`src/rtl/clk_div_pkg.sv`:
```
// Purpose : shared types and constants for the clock-divider scheduler.
// Latency : n/a (declarations only).
// Backpressure: n/a.
// Contents: CNT_W_DEF  - default width of the ratio and counter fields
//           state_e    - scheduler states IDLE / RUN / SWITCH
package clk_div_pkg;

   localparam int CNT_W_DEF = 8;

   // IDLE   : divider stopped, counter parked at 0, div_clk low
   // RUN    : counting with cur_div, ratio changes accepted
   // SWITCH : a new ratio is pending and is applied at the next period boundary
   typedef enum logic [1:0] {
      IDLE   = 2'd0,
      RUN    = 2'd1,
      SWITCH = 2'd2
   } state_e;

endpackage

```
`src/rtl/div_counter.sv`:
```
// Purpose : wrap counter 0..max-1 with terminal-count flag for the divider.
// Latency : tc is combinational from the count register; count updates each clock edge.
// Backpressure: none; clr has priority over en, en=0 holds the count.
// Ports   : clock/reset - system clock, async active-high reset
//           clr         - synchronous clear to 0
//           en          - advance (and qualify tc)
//           max         - wrap modulus, must be >= 1
//           cnt         - current count
//           tc          - en && cnt == max-1 (last cycle of a period)
module div_counter
   import clk_div_pkg::*;
#(
   parameter int CNT_W = CNT_W_DEF
) (
   input  logic             clock,
   input  logic             reset,
   input  logic             clr,
   input  logic             en,
   input  logic [CNT_W-1:0] max,
   output logic [CNT_W-1:0] cnt,
   output logic             tc
);

   logic [CNT_W-1:0] cnt_q;
   logic [CNT_W-1:0] cnt_d;
   logic             last;

   // max >= 1 is guaranteed by the scheduler, so max-1 never underflows and
   // cnt_q+1 is only taken while cnt_q < max-1, so it never overflows either.
   assign last = (cnt_q == (max - CNT_W'(1)));
   assign tc   = en && last;
   assign cnt  = cnt_q;

   always_comb begin
      cnt_d = cnt_q;
      if (clr) begin
         cnt_d = '0;
      end else if (en) begin
         cnt_d = last ? '0 : (cnt_q + CNT_W'(1));
      end
   end

   always_ff @(posedge clock or posedge reset) begin
      if (reset) begin
         cnt_q <= '0;
      end else begin
         cnt_q <= cnt_d;
      end
   end

endmodule

```
`src/rtl/clk_div_sched.sv`:
```
// Purpose : programmable clock divider producing a clk_en pulse every N clocks and
//           a 50% div_clk at clock/(2N), with glitch-free ratio changes.
// Latency : first clk_en N cycles after enable is sampled; new ratio in RUN takes
//           effect at the next period boundary.
// Backpressure: cfg_ready drops while a ratio change is pending (SWITCH state).
// Ports   : clock/reset           - system clock, async active-high reset
//           enable                - run request
//           cfg_valid/cfg_div     - ratio offer, taken when cfg_ready is high
//           cfg_ready             - ratio can be accepted (IDLE or RUN)
//           cfg_err               - one-cycle pulse after a ratio of 0 was accepted
//           clk_en                - one-cycle enable every cur_div clocks
//           div_clk               - registered divided clock, toggles on clk_en
//           cur_div               - ratio in effect
//           busy                  - high in RUN or SWITCH
module clk_div_sched
   import clk_div_pkg::*;
#(
   parameter int CNT_W   = CNT_W_DEF,
   parameter int DEF_DIV = 1
) (
   input  logic             clock,
   input  logic             reset,
   input  logic             enable,
   input  logic             cfg_valid,
   input  logic [CNT_W-1:0] cfg_div,
   output logic             cfg_ready,
   output logic             cfg_err,
   output logic             clk_en,
   output logic             div_clk,
   output logic [CNT_W-1:0] cur_div,
   output logic             busy
);

   localparam logic [CNT_W-1:0] DEF_DIV_V = CNT_W'(DEF_DIV);

   state_e           state_q,   state_d;
   logic [CNT_W-1:0] cur_div_q, cur_div_d;
   logic [CNT_W-1:0] pend_div_q, pend_div_d;
   logic             div_clk_q, div_clk_d;
   logic             cfg_err_q, cfg_err_d;

   logic             cnt_clr;
   logic             cnt_en;
   logic             cnt_tc;
   logic [CNT_W-1:0] cnt_unused;

   logic             xfer;
   logic             legal;

   assign busy      = (state_q != IDLE);
   assign cfg_ready = (state_q != SWITCH);
   assign cfg_err   = cfg_err_q;
   assign div_clk   = div_clk_q;
   assign cur_div   = cur_div_q;

   assign xfer  = cfg_valid && cfg_ready;
   assign legal = (cfg_div != '0);

   // The counter only advances while the divider is active, so its terminal
   // count is already qualified by state and can drive clk_en directly.
   assign cnt_en = busy;
   assign clk_en = cnt_tc;

   div_counter #(
      .CNT_W (CNT_W)
   ) u_div_counter (
      .clock (clock),
      .reset (reset),
      .clr   (cnt_clr),
      .en    (cnt_en),
      .max   (cur_div_q),
      .cnt   (cnt_unused),
      .tc    (cnt_tc)
   );

   always_comb begin
      state_d    = state_q;
      cur_div_d  = cur_div_q;
      pend_div_d = pend_div_q;
      div_clk_d  = div_clk_q;
      cnt_clr    = 1'b0;
      // A zero ratio is swallowed; only the error pulse records it.
      cfg_err_d  = xfer && !legal;

      case (state_q)
         IDLE: begin
            cnt_clr   = 1'b1;
            div_clk_d = 1'b0;
            // Ratio loaded here is in force for the very first count when
            // enable rises on the same edge.
            if (xfer && legal) begin
               cur_div_d = cfg_div;
            end
            if (enable) begin
               state_d = RUN;
            end
         end

         RUN: begin
            if (!enable) begin
               // Stop wins over a coincident clk_en: no final toggle.
               state_d   = IDLE;
               cnt_clr   = 1'b1;
               div_clk_d = 1'b0;
               if (xfer && legal) begin
                  cur_div_d = cfg_div;
               end
            end else begin
               if (cnt_tc) begin
                  div_clk_d = ~div_clk_q;
               end
               // Hold the new ratio until a period boundary so no div_clk
               // phase is ever cut short.
               if (xfer && legal) begin
                  pend_div_d = cfg_div;
                  state_d    = SWITCH;
               end
            end
         end

         SWITCH: begin
            if (!enable) begin
               state_d   = IDLE;
               cnt_clr   = 1'b1;
               div_clk_d = 1'b0;
               cur_div_d = pend_div_q;
            end else if (cnt_tc) begin
               cur_div_d = pend_div_q;
               cnt_clr   = 1'b1;
               div_clk_d = ~div_clk_q;
               state_d   = RUN;
            end
         end

         default: begin
            state_d   = IDLE;
            cnt_clr   = 1'b1;
            div_clk_d = 1'b0;
         end
      endcase
   end

   always_ff @(posedge clock or posedge reset) begin
      if (reset) begin
         state_q    <= IDLE;
         cur_div_q  <= DEF_DIV_V;
         pend_div_q <= DEF_DIV_V;
         div_clk_q  <= 1'b0;
         cfg_err_q  <= 1'b0;
      end else begin
         state_q    <= state_d;
         cur_div_q  <= cur_div_d;
         pend_div_q <= pend_div_d;
         div_clk_q  <= div_clk_d;
         cfg_err_q  <= cfg_err_d;
      end
   end

endmodule

```
`config.mk`:
```
export PLATFORM = sky130hd
export DESIGN_NAME = clk_div_sched
export DESIGN_NICKNAME = d
export VERILOG_FILES = /design/src/rtl/clk_div_pkg.sv /design/src/rtl/div_counter.sv /design/src/rtl/clk_div_sched.sv
export SDC_FILE = /design/constraint.sdc
export NUM_CORES = 1
export LEC_CHECK = 0
export ABC_AREA = 0
export CORE_MARGIN = 1
export CORE_UTILIZATION = 35
export CTS_CLUSTER_SIZE = 12
export DETAILED_ROUTE_END_ITERATION = 8
export GPL_TIMING_DRIVEN = 0
export SETUP_SLACK_MARGIN = 0.02
export SLEW_MARGIN = 20
export SYNTH_ARGS = -nofsm -noshare
export SYNTH_HDL_FRONTEND = slang
export SYNTH_SLANG_ARGS = --single-unit
```
`constraint.sdc`:
```
create_clock -name clock -period 3.15 [get_ports clock]
set_input_delay 0.315 -clock clock [delete_from_list [all_inputs] [get_ports clock]]
set_output_delay 0.315 -clock clock [all_outputs]
set_load 0.005 [all_outputs]
```
# ---- Yosys cells after proc, flatten, opt, wreduce, memory -nomap -nowiden
# Cells that the tools add are included.
dict set report classes {
  n_addsub 2
  n_eq_ne 9
  reduce_logical 14
  mux 21
  n_bitwise 1
}
# operator n
set ops {}
lappend ops {{8-bit 2-to-1 mux} 7}
lappend ops {{8-bit one-hot mux with 3 select lines} 1}
lappend ops {{2-bit 2-to-1 mux} 5}
lappend ops {{3-bit AND reduction} 3}
lappend ops {{8-bit by 1-bit adder with 8-bit output, second input constant} 1}
lappend ops {{8-bit equality test} 1}
lappend ops {{8-bit nonzero test} 1}
lappend ops {{8-bit by 1-bit subtractor with 8-bit output, second input constant} 1}
lappend ops {{1-bit 2-to-1 mux} 6}
lappend ops {{2-bit inequality test, second input constant} 3}
lappend ops {{3-bit inequality test, second input constant} 2}
lappend ops {{2-bit one-hot mux with 3 select lines} 1}
lappend ops {{1-bit logical AND} 4}
lappend ops {{2-bit nonzero test} 2}
lappend ops {{3-bit by 2-bit inequality test with 1-bit output, second input constant} 1}
lappend ops {{3-bit nonzero test} 1}
lappend ops {{2-bit by 1-bit equality test with 1-bit output, second input constant} 1}
lappend ops {{2-bit equality test, second input constant} 1}
lappend ops {{2-bit logical NOT} 1}
lappend ops {{1-bit one-hot mux with 2 select lines} 1}
lappend ops {{2-bit OR reduction} 1}
lappend ops {{1-bit logical NOT} 1}
lappend ops {{1-bit inverter} 1}
dict set report word_totals {
  inputBits 12
  regBits 28
  word_cells 53
}

# ---- Depth between registers and ports, before layout
# Gate-level depths: netlist (run 1).
dict set report depth {
  ltp_word 7
  mapped_depth 8
  depth_no_buf 8
}

# ---- Cells and area by module
# A second synthesis (run 1) with hierarchy kept.
dict set report hier_totals {
  cells_unflattened 177
  area_unflattened_um2 1896.8
}
# mod n_inst area_each_um2 cells_per_inst
set modules_own_cells {}
lappend modules_own_cells {clk_div_sched 1 1104.8 84}
lappend modules_own_cells {div_counter 1 792.0 93}

# ---- Least setup slack after synthesis (run 1)
# OpenSTA, ideal clock, no wires.
dict set report synth_path {
  path_kind {flip-flop to flip-flop}
  startpoint {register cur_div_q[2] (netlist: cur_div[2])}
  endpoint {register cur_div_q[2] (netlist: cur_div[2])}
  t_arrival_ns 2.534
  setup_slack_ns 0.491
  period_less_slack_ns 2.659
  path_stages_with_launch 7
  path_buffers 0
  required_time_ns 3.025
  path_cell_list {dfrtp_1 > or4_4 > or3_1 > a211oi_2 > nand4_2 > a31oi_4 > mux2_2}
}
dict set report synth_between {
  elab_chain_len 5
  word_cells_on_any_way 8
}
# element line_no
set synth_lines {}
lappend synth_lines {{from (decl)} clk_div_sched.sv:37} ;# logic [CNT_W-1:0] cur_div_q, cur_div_d;
lappend synth_lines {{from (signal assigned)} clk_div_sched.sv:152} ;# cur_div_q <= cur_div_d;
lappend synth_lines {{8-bit by 1-bit subtractor with 8-bit output} div_counter.sv:30} ;# assign last = (cnt_q == (max - CNT_W'(1)));
lappend synth_lines {{8-bit equality test} div_counter.sv:30}
lappend synth_lines {{1-bit logical AND} div_counter.sv:31} ;# assign tc = en && last;
lappend synth_lines {{3-bit inequality test (no source line)} n/a}
lappend synth_lines {{3-bit AND reduction (no source line)} n/a}
# Several ways; a longest one is shown, not always the timed one. The select of a mux whose other input is x is not followed.
# A chain may end at the register's enable or synchronous reset.

# ---- Worst setup path after layout (run 1)
dict set report layout_path {
  startpoint {register cur_div_q[3] (netlist: cur_div[3])}
  endpoint {output port clk_en}
}
dict set report layout_between {
  elab_chain_len 3
}
# element line_no
set layout_lines {}
lappend layout_lines {{8-bit by 1-bit subtractor with 8-bit output} div_counter.sv:30}
lappend layout_lines {{8-bit equality test} div_counter.sv:30}
lappend layout_lines {{1-bit logical AND} div_counter.sv:31}
lappend layout_lines {{to (decl)} clk_div_sched.sv:28} ;# output logic clk_en,
# Every way passes these cells.

==> flow_metrics.py, run 1 <==
metrics = {
    "global_route": {
        "grt_remaining_overflow": 0,
        "grt_max_degree": 29,
        "grt_usage_pct": 14.27,
        "antenna_found_initial": 0,
        "grt_pass1_wl_um": 5582,
        "grt_pass1_vias": 1191,
    },
    "routing": {
        "post_drt_wl_per_cell_um": 14.03,
        "wl_um": 3270,
        "ant_nets": 0,
        "vias_per_cell": 5.189,
        "first_pass_iters": 4,
        "drt_iter0_drc": 29,
        "drc": 0,
        "vias": 1209,
    },
    "critical_path": {
        "worstRegToRegCells": 7,
        "reg2reg_to": "cur_div[6]",
        "crit_fanout": 6,
        "cp.required_ns": 2.83,
        "r2r_slack_ns": 0.28,
        "r2r-start": "cur_div[3]",
        "cp_slowest_cell": "or4_4",
        "start_kind": "flip-flop",
        "worst_ep_arrival_time_ns": 2.69,
        "path_buf_inv": 2,
        "worst_path_dominant_cell_family": "simple AND/OR/NAND/NOR gates",
        "slowest_delay_ns": 0.56,
        "cp_cell_sequence": "or4_4 > or3_1 > a211oi_2 > nand4_2 > inv_1 > clkdlybuf4s50_1",
        "cp-end-kind": "primary output",
        "path_class": "flip-flop to primary output",
    },
    "clocking": {
        "cts_made_buffers": 3,
        "cts_sinks": 28,
        "cts_buffer_depth": 2,
        "cts_tree": "built",
        "root_buffer": "clkbuf_8",
        "clk_pin_slew_ns": 0.09,
        "worstSkewPairLatency_ns": 0.28,
        "cts_max_level": 1,
    },
    "floorplanning": {
        "num_rows": 24,
        "start_util_pct": 37.10,
        "die_area_mm2": 0.004957,
        "fp.dieW_um": 70.41,
        "core_region_area_mm2": 0.004414,
        "die_h_um": 70.41,
        "io_pins": 25,
    },
    "power": {
        "pwr-share-clk_pct": 16.9,
        "vdd_ir_drop_max_mv": 0.3964,
        "p_int_mw": 1.099,
        "p_comb_share_pct": 45.7,
        "power_density_mw_per_mm2": 835.4,
        "switching_power_uw": 591.1,
        "pwr-share-seq_pct": 37.4,
        "p_sw_share_pct": 34.97,
        "leakage_nw": 0.8439,
    },
    "sta": {
        "hold_viol_final": 0,
        "relSlewSlack_pct": 56.97,
        "clock.fmax_mhz": 332.8,
        "final.setup.tns_ns": 0,
        "finalSetupViolCount": 0,
        "timing.hold.ws_ns": 0.4212,
        "setup_ws_ns": 0.1454,
        "post-route-min-period_ns": 3.005,
        "worst_pin_slew_ns": 0.6431,
        "skew_ns": 0.003866,
        "finalCritPeriodShare_pct": 95.38,
        "report.final.slew_viol_count": 0,
        "rsz0062_at_grt": "false",
    },
    "yosys": {
        "synthDistinctLibCells": 35,
        "yosysTopAreaCell": "dfrtp_1",
        "synth_fp_nets": 170,
        "syn_inst": 152,
        "syn_area_mm2": 0.001638,
        "yosysSeqAreaShare_pct": 42.93,
        "synth_top_area_share_pct": 39.72,
        "synth_seq_cells": 28,
        "ys.warnings.count": 0,
        "synth_area_leaders": "dfrtp_1, mux2_2, ha_1",
        "syn_avg_cell_area_um2": 10.78,
    },
    "final_layout": {
        "drive_above_1_share_pct": 19.34,
        "area_growth_pct": 23.53,
        "n_antenna_cell": 0,
        "nNetsFinal": 200,
        "mostFrequentLayoutCell": "dfrtp_1",
        "fillers": 400,
        "final_cell_mix": "dfrtp_1, clkdlybuf4s50_1, mux2_2",
    },
    "place": {
        "io_buffers": 24,
        "gp_congestion": 0.7784,
        "dp_hpwl_um": 2461,
        "place_ws_ns": 0.2555,
    },
    "worst_hold_path": {
        "hold_class": "primary input to async pin",
    },
    "job": {
        "max_cap_viol_count": 0,
    },
    "status": {
        "outcome": "complete, no violations",
    },
}
-- per-layer routing --
layer / wire length (um) / GRT usage (%)
met5: 0 / 0
met3: 151 / 1.876
met2: 1554 / 24.02
met1: 1507 / 18.63
met4: 57 / 5.111
-- cells by family after synthesis --
logic type,after synthesis,synth area share (%)
flops,28,42.93
fa+ha+maj,6,4.584
compound gates,15,6.723
xor+xnor,17,10.16
buf+inv,10,2.291
simple gates,51,16.50
mux,25,16.81
-- metrics by stage --
step,cell area (um^2),power [mW],instances,utilization (%)
after detailed placement,1943,1.410,228,44.02
final,2023,1.690,233,45.83
after CTS,2022,1.705,233,45.81
after floorplan,1638,1.141,152,-
after global placement,1943,1.393,228,44.02
after global routing,2023,1.809,233,45.83
-- state kept, by name, summed over array words and instances (netlist names) --
register and cells:
state_q 2, pend_div_q 8, div_clk 1, cfg_err 1, u_div_counter.cnt 8, cur_div 8
-- synth_stat cells --
master,count
mux2_2,20
dfrtp_1,26
xnor2_1,8
a31oi_1,2
a31oi_4,1
and3_1,3
or4_4,1
o22ai_1,1
or4_1,1
a211oi_2,1
o21ai_0,3
inv_1,9
xnor3_4,1
o21bai_1,1
nand3b_1,1
nor2_1,13
or3_2,1
ha_1,6
nor4_1,2
mux2i_1,5
a21oi_1,4
or3_1,1
a21o_1,1
nand4_1,3
nand3_1,6
xor2_1,8
or2b_1,1
a22oi_1,1
nand2_1,10
nor3b_1,3
dfstp_2,2
clkbuf_1,1
nand4_2,1
nor3_1,3
nand2b_1,1
-- worst max path at each step --
stage | from | end | slack, ns | cells past startpoint
final | cur_div[3] | clk_en | 0.15 | 6
after global routing | cur_div[3] | clk_en | 0.04 | 6
after CTS | cur_div[2] | clk_en | 0.1 | 6
after detailed placement | cur_div[2] | cur_div[6] | 0.26 | 6
after global placement | cur_div[2] | clk_en | 0.26 | 6
after floorplan | cur_div[2] | cur_div[2] | 0.49 | 6
-- final cells by class --
class	count	area (um^2)	share of cell area, %
Clock buffer	3	41.29	2.041
Tap cell	52	65.06	3.216
Sequential cell	28	704.4	34.82
Buffer	1	3.754	0.1855
Clock inverter	1	30.03	1.484
Inverter	9	33.78	1.670
Multi-Input combinational cell	114	897.1	44.34
Timing Repair Buffer	25	247.7	12.24
-- worst register-to-register path, delay by kind of cell (launching register included) --
kind | cells | cell delay [ns]
AND/OR/NAND/NOR | 3 | 1.10
AO/OA/AOI/OAI | 2 | 0.62
flip-flops | 1 | 0.47
multiplexers | 1 | 0.39
buffers and inverters | 1 | 0.19
-- power by group through the flow --
stage               logic [mW]  clock network [mW]  registers, mW
floorplan                0.538                   0          0.603
global placement         0.764                   0          0.629
detailed placement       0.774                   0          0.636
CTS                      0.781               0.294          0.630
global route             0.846               0.307          0.656
finish                   0.772               0.285          0.633
-- repair_timing --
action | CTS | global route
endpoints found under the setup margin | 1 | 1
pin swaps | 1 | 0
buffers inserted | 1 | 0
hold buffers | 0 | 0
resized for setup | 0 | 1
Note: power is estimated with default switching activity, not from simulation.
==> run 2: changes to the inputs <==
- TNS_END_PERCENT: not set -> 5
==> results of run 2 <==
Same layout as run 1: the final DEF is identical, and so are final timing and power.
==> RTL edit: new RTL, settings of run 1 <==
`CNT_W_DEF`: 8 -> 12.
--- a/src/rtl/clk_div_pkg.sv
+++ b/src/rtl/clk_div_pkg.sv
@@ -5,7 +5,7 @@
 //           state_e    - scheduler states IDLE / RUN / SWITCH
 package clk_div_pkg;
 
-   localparam int CNT_W_DEF = 8;
+   localparam int CNT_W_DEF = 12;
 
    // IDLE   : divider stopped, counter parked at 0, div_clk low
    // RUN    : counting with cur_div, ratio changes accepted
Ports: changed (resized cfg_div and cur_div); port bits go from 25 to 33. The function was not compared with the original's and may differ.
==> RTL edit against run 1 <==
  * Power is 77% higher
  * Cell count is 96% higher
  * Area after synthesis is 74% higher
  * Wire length is 120% higher
  * Sequential cell count is 12 higher
  * Worst setup slack better by 0.034 ns
  * Global-route usage is 4.0 points higher
  * Cell area is 71% higher
  * Synthesized cell count is 110% higher
  * Critical path type unchanged
  * Largest cell class unchanged
  * Largest power group unchanged
  * Highest routed layer unchanged
==> RTL edit: results (changes against run 1) <==
<table>
<tr><th>Metric</th><th>Value</th></tr>
<tr><th colspan="2">Run status</th></tr>
<tr><td>Run status</td><td>finished clean (unchanged)</td></tr>
<tr><th colspan="2">Global route</th></tr>
<tr><td>Total track usage</td><td>0.1830 (was 0.1427)</td></tr>
<tr><td>GR Layer Usage met3</td><td>0.03234 (was 0.01876)</td></tr>
<tr><td>Met2 capacity usage during global routing</td><td>0.3109 (was 0.2402)</td></tr>
<tr><td>First-pass GRT wire length</td><td>12230 um (was 5582 um)</td></tr>
<tr><th colspan="2">Finish</th></tr>
<tr><td>Fraction of area in multi-input gates</td><td>0.4944 (was 0.4434)</td></tr>
<tr><td>Final Instance Count excl. Fillers</td><td>457 (was 233)</td></tr>
<tr><td>Design Area, Final</td><td>0.003450 mm2 (was 0.002023 mm2)</td></tr>
<tr><td>Non-clock buffering overhead</td><td>0.1353 (was 0.1243)</td></tr>
<tr><th colspan="2">Placed design</th></tr>
<tr><td>Standard cell area after detailed placement</td><td>0.003302 mm2 (was 0.001943 mm2)</td></tr>
<tr><td>Number of I/O port buffers</td><td>31 (was 24)</td></tr>
<tr><td>Post-Place Worst Slack</td><td>-0.1701 ns (was 0.2555 ns)</td></tr>
<tr><th colspan="2">Drt</th></tr>
<tr><td>Number of DRC markers in iteration 0</td><td>104 (was 29)</td></tr>
<tr><td>Ratio of routed vias to standard cells</td><td>5.344 (was 5.189)</td></tr>
<tr><th colspan="2">Yosys</th></tr>
<tr><td>Post-Syn Area per Cell</td><td>9.057 um2 (was 10.78 um2)</td></tr>
<tr><td>Post-synthesis net count</td><td>336 (was 170)</td></tr>
<tr><td>Multiplexer area fraction after synthesis</td><td>0.1447 (was 0.1681)</td></tr>
<tr><td>Share of synthesized area occupied by flip-flops and latches</td><td>0.3528 (was 0.4293)</td></tr>
<tr><td>Biggest area contributors in the synthesized netlist</td><td>dfrtp_1 (33%), mux2_2 (9.9%), nor2_1 (5.0%) (was dfrtp_1 (40%), mux2_2 (14%), ha_1 (4.6%))</td></tr>
<tr><th colspan="2">Power and ir drop</th></tr>
<tr><td>Power drawn by the clock network</td><td>0.000429 W (was 0.000285 W)</td></tr>
</table>
==> RTL edit: changes by cell type after synthesis, moves of 5 or more <==
cell | run 1 | this run
nor2_1 | 13 | 38
nand2_1 | 10 | 25
o21ai_0 | 3 | 17
dfrtp_1 | 26 | 38
a31oi_1 | 2 | 13
nor3_1 | 3 | 12
clkbuf_1 | 1 | 9
mux2i_1 | 5 | 13
a21oi_1 | 4 | 11
buf_2 | 0 | 6
mux2_2 | 20 | 25
==> RTL edit: final timing paths <==
path | from | to | slack, ns | cells past startpoint
max | cur_div[4] | clk_en | 0.18 | 8
min | enable | div_clk | 0.25 | 3
max reg2reg | cur_div[4] | div_clk | 0.34 | 9
min reg2reg | pend_div_q[11] | pend_div_q[11] | 0.51 | 1
max in group asynchronous | reset | cur_div[0] | 2.30 | 3
min in group asynchronous | reset | pend_div_q[7] | 0.30 | 2
==> RTL edit: routing by layer <==
layer,vias up,wire (um)
met2,58,3361
met3,8,373
li1,1216,-
met5,-,0
met1,1160,3313
met4,0,76
